**src/rtl/fetch_queue_unit.sv**
```systemverilog
// Instruction-fetch front end: owns the program counter, drives the
// instruction memory word address, and buffers fetched words with their PCs
// in a small in-order queue that feeds decode through a valid/ready handshake.
// Redirects load a new PC and flush the queue. Reset clears all queued state.
module fetch_queue_unit #(
  parameter int              PC_W     = 32,
  parameter int              ADDR_W   = 6,
  parameter int              DEPTH    = 2,
  parameter logic [PC_W-1:0] RESET_PC = '0
) (
  input  logic                       clk,
  input  logic                       reset,
  input  logic                       fetch_en,
  input  logic                       redirect_valid,
  input  logic [PC_W-1:0]            redirect_pc,
  output logic [ADDR_W-1:0]          imem_addr,
  input  logic [31:0]                imem_data,
  output logic                       out_valid,
  input  logic                       out_ready,
  output logic [31:0]                out_instr,
  output logic [PC_W-1:0]            out_pc,
  output logic [PC_W-1:0]            out_pc_plus4,
  output logic [$clog2(DEPTH):0]     count
);

  localparam int PTR_W = $clog2(DEPTH);
  localparam int CNT_W = PTR_W + 1;
  localparam logic [CNT_W-1:0] FULL_CNT = CNT_W'(DEPTH);

  logic [PC_W-1:0]  r_pc;
  logic [PTR_W-1:0] r_wr_ptr;
  logic [PTR_W-1:0] r_rd_ptr;
  logic [CNT_W-1:0] r_count;
  logic [31:0]      r_instr    [DEPTH];
  logic [PC_W-1:0]  r_entry_pc [DEPTH];
  // Last head shown to decode, so out_* hold steady while the queue is empty.
  logic [31:0]      r_last_instr;
  logic [PC_W-1:0]  r_last_pc;

  logic             w_pop;
  logic             w_space;
  logic             w_push;
  logic [PC_W-1:0]  w_redirect_target;
  logic [31:0]      w_head_instr;
  logic [PC_W-1:0]  w_head_pc;

  // Handshake and queue control decisions for this cycle.
  always_comb begin
    w_pop             = out_valid & out_ready;
    // A full queue can still accept a word in the same cycle the head leaves.
    w_space           = (r_count < FULL_CNT) | w_pop;
    w_push            = fetch_en & w_space & ~redirect_valid;
    // The low two bits of the target are dropped to keep word alignment.
    w_redirect_target = redirect_pc & ~PC_W'(3);
    w_head_instr      = r_instr[r_rd_ptr];
    w_head_pc         = r_entry_pc[r_rd_ptr];
  end

  // Output view: live head when valid, otherwise the last head presented.
  always_comb begin
    imem_addr    = r_pc[ADDR_W+1:2];
    out_valid    = (r_count != '0);
    out_instr    = out_valid ? w_head_instr : r_last_instr;
    out_pc       = out_valid ? w_head_pc : r_last_pc;
    out_pc_plus4 = out_pc + PC_W'(4);
    count        = r_count;
  end

  // Program counter: reset wins, then redirect, then sequential advance.
  always_ff @(posedge clk) begin
    if (reset) begin
      r_pc <= RESET_PC;
    end else if (redirect_valid) begin
      r_pc <= w_redirect_target;
    end else if (w_push) begin
      r_pc <= r_pc + PC_W'(4);
    end
  end

  // Pointers and occupancy; a redirect drops everything not popped this cycle.
  always_ff @(posedge clk) begin
    if (reset || redirect_valid) begin
      r_wr_ptr <= '0;
      r_rd_ptr <= '0;
      r_count  <= '0;
    end else begin
      if (w_push) r_wr_ptr <= r_wr_ptr + PTR_W'(1);
      if (w_pop)  r_rd_ptr <= r_rd_ptr + PTR_W'(1);
      r_count <= r_count + CNT_W'(w_push) - CNT_W'(w_pop);
    end
  end

  // Entry storage: capture the fetched word together with the PC it came from.
  always_ff @(posedge clk) begin
    if (reset) begin
      for (int i = 0; i < DEPTH; i++) begin
        r_instr[i]    <= '0;
        r_entry_pc[i] <= '0;
      end
    end else if (w_push) begin
      r_instr[r_wr_ptr]    <= imem_data;
      r_entry_pc[r_wr_ptr] <= r_pc;
    end
  end

  // Remember the head currently on display for the empty-queue hold.
  always_ff @(posedge clk) begin
    if (reset) begin
      r_last_instr <= '0;
      r_last_pc    <= '0;
    end else if (out_valid) begin
      r_last_instr <= w_head_instr;
      r_last_pc    <= w_head_pc;
    end
  end

endmodule

```
**config.mk**
```make
export PLATFORM = sky130hd
export DESIGN_NAME = fetch_queue_unit
export DESIGN_NICKNAME = d
export VERILOG_FILES = /design/src/rtl/fetch_queue_unit.sv
export SDC_FILE = /design/constraint.sdc
export NUM_CORES = 1
export LEC_CHECK = 0
export ABC_AREA = 1
export CORE_MARGIN = 8
export CORE_UTILIZATION = 35
export DETAILED_ROUTE_END_ITERATION = 16
export PLACE_DENSITY = 0.54
export SYNTH_ARGS = -nofsm -noshare
export SYNTH_HDL_FRONTEND = slang
export SYNTH_SLANG_ARGS = --single-unit
```
**constraint.sdc**
```tcl
create_clock -name clk -period 3.5 [get_ports clk]
set_clock_uncertainty 0.05 [all_clocks]
set_input_delay 0.7 -clock clk [delete_from_list [all_inputs] [get_ports clk]]
set_output_delay 0.7 -clock clk [all_outputs]
set_load 0.02 [all_outputs]
```
==> impl_results.md, run 1 <==
- Tmin final: 3.32 ns
- I/O Buffers: between 150 and 200
- RePlAce Congestion: 0.897
- Outcome: finished clean
- Ys flop type: edfxtp_1
- Number of global-route vias before repair: 9019
- Warnings, synthesis: 0
- Rows: 65
- Initial detailed-routing violation count: 607
- Tot Pwr: roughly 6.7 mW
- IO Pins: 174
- Routed Antenna Nets: 0
- Setup crit start kind: register
- Final Util: between 40% and 50%
- Drt pass-1 iters: 5
- Final hold slack: 0.397 ns
- RSZ-0062 raised after global routing: no
- Clock root buffer: clkbuf_16
- Pleak: slightly below 6 nW
- Final Hold Fails: 0
- Drt drc: 0
- Placed cell areas: 13200 µm²
- CP top delay family: buffers and inverters
- Syn avg cell area: 7.73 µm²
- Post-synthesis async set-or-reset flop share: 0%
- WL final: 31700 µm
- Post-synth top area share: 33.5%
- Clk Latency, worst-skew pair: 0.53 ns
- Final setup viols: 0
- Buf+Inv Stages, Crit Path: 3
- Drt via density: approximately 4.6
- Seq cells post-synth: 223
- Num CTS Buffers: 26
- Die ar.: roughly 38000 µm²
- Share of layout cells above drive strength 1: 10.1%
- Drt wl/cell: 15.7 µm
- Crit-path slowest cell: clkdlybuf4s50_1
- Fin cells: 2019
- Worst Hold Class: register to register
- Initial antenna violation count: 0
- Crit. End Element: primary output
- Slew Viols, Final: 0
- Detailed placer's ending HPWL: 21600 µm
- Die Width: 194 µm
- Area Overhead vs Synth: 27.8%
- First-pass GRT wire length: between 40000 and 50000 µm
- Worst path required time: 2.75 ns
- Diodes inserted: 0
- DR vias: between 9000 and 10000
- Rel. slew slack: 49.0%
- Synth area leader: edfxtp_1
- Crit Path Max Fanout: 12
- Die H: 194 µm
- Max Cap Violations: 0
- Placed Cells incl. Taps: 1962
- H-tree depth: 1
- Sequential-to-total area share from yosys stat: 51.4%
- Worst-Margin Slew: 0.765 ns
- Count leader, synth: nand2_1
- Most common library cells after synthesis: nand2_1, nor2_1, edfxtp_1, inv_1, dfxtp_1
- Clock buffer depth: 3
- Post-Layout Inst Area: 14200 µm²
- CP Cell Sequence: inv_8 > buf_4 > nand2_1 > nand2_1 > nand2_1 > nand2_4 > nand2_2 > nor2_4 > xor2_1 > clkdlybuf4s50_1
- Top cells by area, synth: edfxtp_1, dfxtp_1, nand2_1, nor2_1, a21oi_1
- Global Route Usage Sum: roughly 16%
- Core box area: 31400 µm²
- Clk slew on worst S/H paths: 0.06 ns
- VDD IR max: 0.000264 V
- Net count, final: 1670
- CTS tree: yes
- Yosys cell types: 33
- Crit path DAT: 2.57 ns
- Crit Path Class: register to primary output
- Cell area after synthesis: between 10000 and 15000 µm²
- Power Density: 470 nW/µm²
- Post-Syn Instances: 1436
- Sink Count: between 200 and 250
- Final period utilization: 94.7%
- Slowest Stage Delay on Critical Path: roughly 0.63 ns
- GR Overflow Total: 0
- Fmax: 0.302 GHz
- Number of synthesized flops with an enable pin: 124
- CTS Hold Bufs: 0
- Initial Util: 35.4%
- Pin count of the biggest net entering global routing: 63
- CP most frequent cell: nand2_1
- Synth Net Count: 1509
[final cells by class]
type / instances / area (µm²)
tap: 402 / 503
clock inverter: 12 / 130
clock buffer: 36 / 708
multi-input combinational: 1012 / 4590
sequential: 223 / 5710
inverter: 132 / 515
timing repair buffer: 202 / 2020
fill: 3198 / 17200
[power breakdown]
group | switching [mW] | internal (mW)
Sequential | 0.0618 | 2.91
Clock | 1.06 | 1.57
Combinational | 0.639 | 0.428
Total | 1.76 | 4.90
[cell families after synthesis]
kind of cell / synth area share, %
AND/OR/NAND/NOR: 32.0
AO/OA/AOI/OAI: 6.13
buffers and inverters: 7.83
flip-flops: 51.4
XOR/XNOR: 2.21
adder cells (fa/ha/maj): 0.451
[registers in the layout, summed over array words and instances, names as in the netlist, named ones only]
name          cells
r_rd_ptr          1
count             2
r_wr_ptr          1
r_last_pc        32
r_entry_pc       60
r_instr          64
r_pc             30
r_last_instr     32
[worst reg2reg max path, stage by stage, from the launching register on]
cell	delay [ns]
dfxtp_1	0.32
buf_4	0.14
nand2_1	0.06
nand2_1	0.11
nor2_2	0.28
inv_1	0.23
ha_1	0.33
inv_1	0.04
ha_1	0.17
or2_2	0.29
a21oi_1	0.11
[cell usage in the layout, fill, tap and decap left out, types with 8 or more instances in the layout]
master	count
clkdlybuf4s50_1	145
nor2_2	13
buf_4	20
edfxtp_1	124
a21oi_1	93
nand2_1	420
clkbuf_1	8
xor2_1	27
and2_1	32
inv_1	124
clkbuf_16	27
nand3_1	47
dfxtp_1	97
nand2_2	33
a31oi_1	10
o21ai_0	24
nor2_1	270
clkbuf_2	13
[path summary, 6_finish.rpt]
path | start | endpoint | slack (ns) | cells past startpoint
max reg2reg | count[1] | count[1] | 1.29 | 10
max | register | out_pc_plus4[5] | 0.18 | 10
min reg2reg | r_last_pc[0] | r_last_pc[0] | 0.40 | 2
min | r_last_pc[0] | r_last_pc[0] | 0.40 | 2
[through the flow]
| step | TNS, ns | setup WS, ns |
|---|---|---|
| 2_1_floorplan | 0 | 0.216 |
| 3_3_place_gp | 0 | 0.175 |
| 3_5_place_dp | 0 | 0.130 |
| 4_1_cts | -0.00576 | -0.00576 |
| 5_1_grt | 0 | 0.00612 |
| 6_report | 0 | 0.184 |
[timing repair]
item,4_1_cts,5_1_grt
setup endpoints to repair,58,45
hold endpoints to repair,0,0
pin swaps,0,6
gates cloned,2,1
setup buffers,0,6
resized for setup,51,39
[routing by layer]
metal,GRT usage (%),wire [µm]
met1,22.0,14900
met2,26.6,14700
met3,2.48,1440
met4,4.19,656
met5,0,0
(Power assumes the default switching activity.)
==> run 2: changes to the inputs <==
--- a/config.mk
+++ b/config.mk
@@ -6,10 +6,13 @@
 export NUM_CORES = 1
 export LEC_CHECK = 0
 export ABC_AREA = 1
+export CELL_PAD_IN_SITES_DETAIL_PLACEMENT = 0
+export CELL_PAD_IN_SITES_GLOBAL_PLACEMENT = 1
 export CORE_MARGIN = 8
 export CORE_UTILIZATION = 35
+export CTS_BUF_LIST = sky130_fd_sc_hd__clkbuf_2 sky130_fd_sc_hd__clkbuf_4 sky130_fd_sc_hd__clkbuf_8
 export DETAILED_ROUTE_END_ITERATION = 16
-export PLACE_DENSITY = 0.54
+export PLACE_DENSITY = 0.7
 export SYNTH_ARGS = -nofsm -noshare
 export SYNTH_HDL_FRONTEND = slang
 export SYNTH_SLANG_ARGS = --single-unit
==> run 2 against run 1 <==
Clock power shrank 5%. Utilization shrank 0.064 points. Sequential cell count is the same. Sequential power is essentially flat. Clock-buffer cell count grew 29. Via count grew 1.0%. Cell count grew 1.1%. Sequential share of layout area is essentially flat. Largest cell class unchanged.
==> impl_results.md, run 2 (same netlist as run 1, synthesis figures left out) <==
- Core box area: 31400 µm² (unchanged)
- Share of layout cells above drive strength 1: 11.5% (+1.5 points)
- Multi-input logic area: 4610 µm² (+0.27%)
- Rows: 65 (unchanged)
- Worst path required time: 2.75 ns (about the same)
- Final Hold Fails: 0 (unchanged)
- Clk slew on worst S/H paths: 0.06 ns (about the same)
- Setup crit start kind: register
- Top flop regs: r_instr: 64 flops, r_entry_pc: 60 flops
- Die H: 194 µm (unchanged)
- Crit Path Class: register to primary output
- Number of global-route vias before repair: 9274 (+2.8%)
- Final hold slack: 0.393 ns (-0.00358 ns)
- Power Density: 462 nW/µm² (-1.8%)
- Routed wl met3: 1480 µm (+3.2%)
- Num CTS Buffers: 40 (+54%)
- Final setup viols: 0 (unchanged)
- Final TNS setup: 0 ns (unchanged)
- Pleak: 5.91 nW (+0.47%)
- Clock root buffer: clkbuf_8
- Area Overhead vs Synth: 27.6%
- Met2 WL: 14700 µm (+0.46%)
- First-pass GRT wire length: 51500 µm (+3.2%)
- Sink Count: 223 (unchanged)
- Global Route Usage Sum: 16.9% (+0.70 points)
- Reg with most FFs: r_instr
- Tmin final: 3.31 ns (-0.00357 ns)
- Final Util: 45.1% (-0.064 points)
- Initial Util: 35.4% (unchanged)
- Drt wl/cell: 15.9 µm (+1.3%)
- Max Cap Violations: 0 (unchanged)
- VDD IR max: 0.000244 V (-7.6%)
- H-tree depth: 2 (+1)
- CTS tree: yes
- Initial detailed-routing violation count: 524 (-14%)
- Detailed placer's ending HPWL: 22100 µm (+2.5%)
- Initial antenna violation count: 0 (unchanged)
- Slew Viols, Final: 0 (unchanged)
- Net count, final: 1681 (+0.66%)
- I/O Buffers: 171 (unchanged)
- Top Layer Used: met4
- Diodes inserted: 0 (unchanged)
- DR vias: 9390 (+1.0%)
- Commonest non-fill, non-tap cell in the layout: nand2_1
- Most frequent cells in the layout: nand2_1, nor2_1, clkdlybuf4s50_1
- IO Pins: 174 (unchanged)
- Rel. slew slack: 47.7% (-1.3 points)
- Max reg flops: 64 (unchanged)
- Crit path DAT: 2.56 ns (about the same)
- Post-Layout Inst Area: 14200 µm² (-0.14%)
- Crit Path Max Fanout: 19 (+7)
- WL met1: 15600 µm (+4.1%)
- Pin count of the biggest net entering global routing: 63 (unchanged)
- Crit. End Element: primary output
- Worst Hold Class: register to register
- WL final: 32500 µm (+2.4%)
- Routed Antenna Nets: 0 (unchanged)
- GR Overflow Total: 0 (unchanged)
- Placed Cells incl. Taps: 1962 (unchanged)
- Fill cells: 3184 (-0.44%)
- Drt pass-1 iters: 5 (unchanged)
- Die Width: 194 µm (unchanged)
- Drt drc: 0 (unchanged)
- Clock buffer depth: 3 (unchanged)
- RePlAce Congestion: 0.872 (-2.8%)
- Outcome: finished clean
- Drt via density: 4.60 (about the same)
- Worst-Margin Slew: 0.785 ns (+0.0196 ns)
- Fin cells: 2041 (+1.1%)
- Final period utilization: 94.6% (-0.10 points)
- Placed cell areas: 13200 µm² (unchanged)
- Clk Latency, worst-skew pair: 0.52 ns (about the same)
- Die ar.: 37700 µm² (unchanged)
- Fmax: 0.302 GHz (+0.11%)
- FF+latch area: 5710 µm² (about the same)
## run 2: cell count changes in the layout (fill, tap and decap cells not counted), sizes merged
cell	previous run	this run
clkbuf	50	79
clkdlybuf4s50	145	144
bufbuf	1	3
inv	132	133
clkinvlp	3	0
dlygate4sd2	7	4
buf	32	26
dlymetal6s2s	0	1
clkdlybuf4s15	3	7
bufinv	2	0
## run 2: worst paths after layout
kind                                   start                to  slack, ns  depth (start not counted)
worst max-delay path                count[0]  out_pc_plus4[24]       0.19                         12
worst min-delay path            r_last_pc[1]      r_last_pc[1]       0.39                          2
worst max register to register      count[1]  r_entry_pc[1][5]       1.30                          8
worst min register to register  r_last_pc[1]      r_last_pc[1]       0.39                          2
## run 2: layer usage
layer	global-route usage (%)	vias to the layer above
met5	0	-
met4	5.18	0
met3	2.86	49
met2	26.7	221
met1	23.4	4255
li1	-	4865
## run 2: per-stage QoR
stage               power [mW]  worst slack (ns)
detailed placement        4.09             0.123
global route              6.85          -0.00241
floorplan                 3.61             0.216
finish                    6.54             0.188
CTS                       6.62           0.00127
global placement          4.08             0.119
## run 2: worst max-delay path: stages (launching register included)
cell           delay (ns)
dfxtp_1              0.36
inv_2                0.07
nand2_8              0.15
inv_8                0.07
bufbuf_16            0.29
nand2_1              0.07
nand2_1              0.10
nor2_4               0.17
nand2_1              0.09
nor2_2               0.17
nand4_1              0.10
nand2_1              0.08
dlygate4sd2_1        0.34
## run 2: report_power, final
group          internal [mW]  total (mW)  switching [mW]
clock network           1.43        2.50            1.07
registers               2.91        2.97          0.0623
logic                  0.428        1.07           0.637
## run 2: cell type report
class                           instances  share of cell area, %
Tap cell                              402                   3.55
Inverter                              132                   3.59
Clock buffer                           65                   5.57
Sequential cell                       223                   40.3
Multi-Input combinational cell       1012                   32.5
Clock inverter                          8                  0.283
Timing Repair Buffer                  199                   14.2
## run 2: what timing repair did
action / in CTS / in global routing
hold buffers: 0 / 0
cloned: 3 / 0
pin swaps: 0 / 2
resized for setup: 47 / 43
buffers inserted: 0 / 3
setup endpoints to repair: 46 / 45
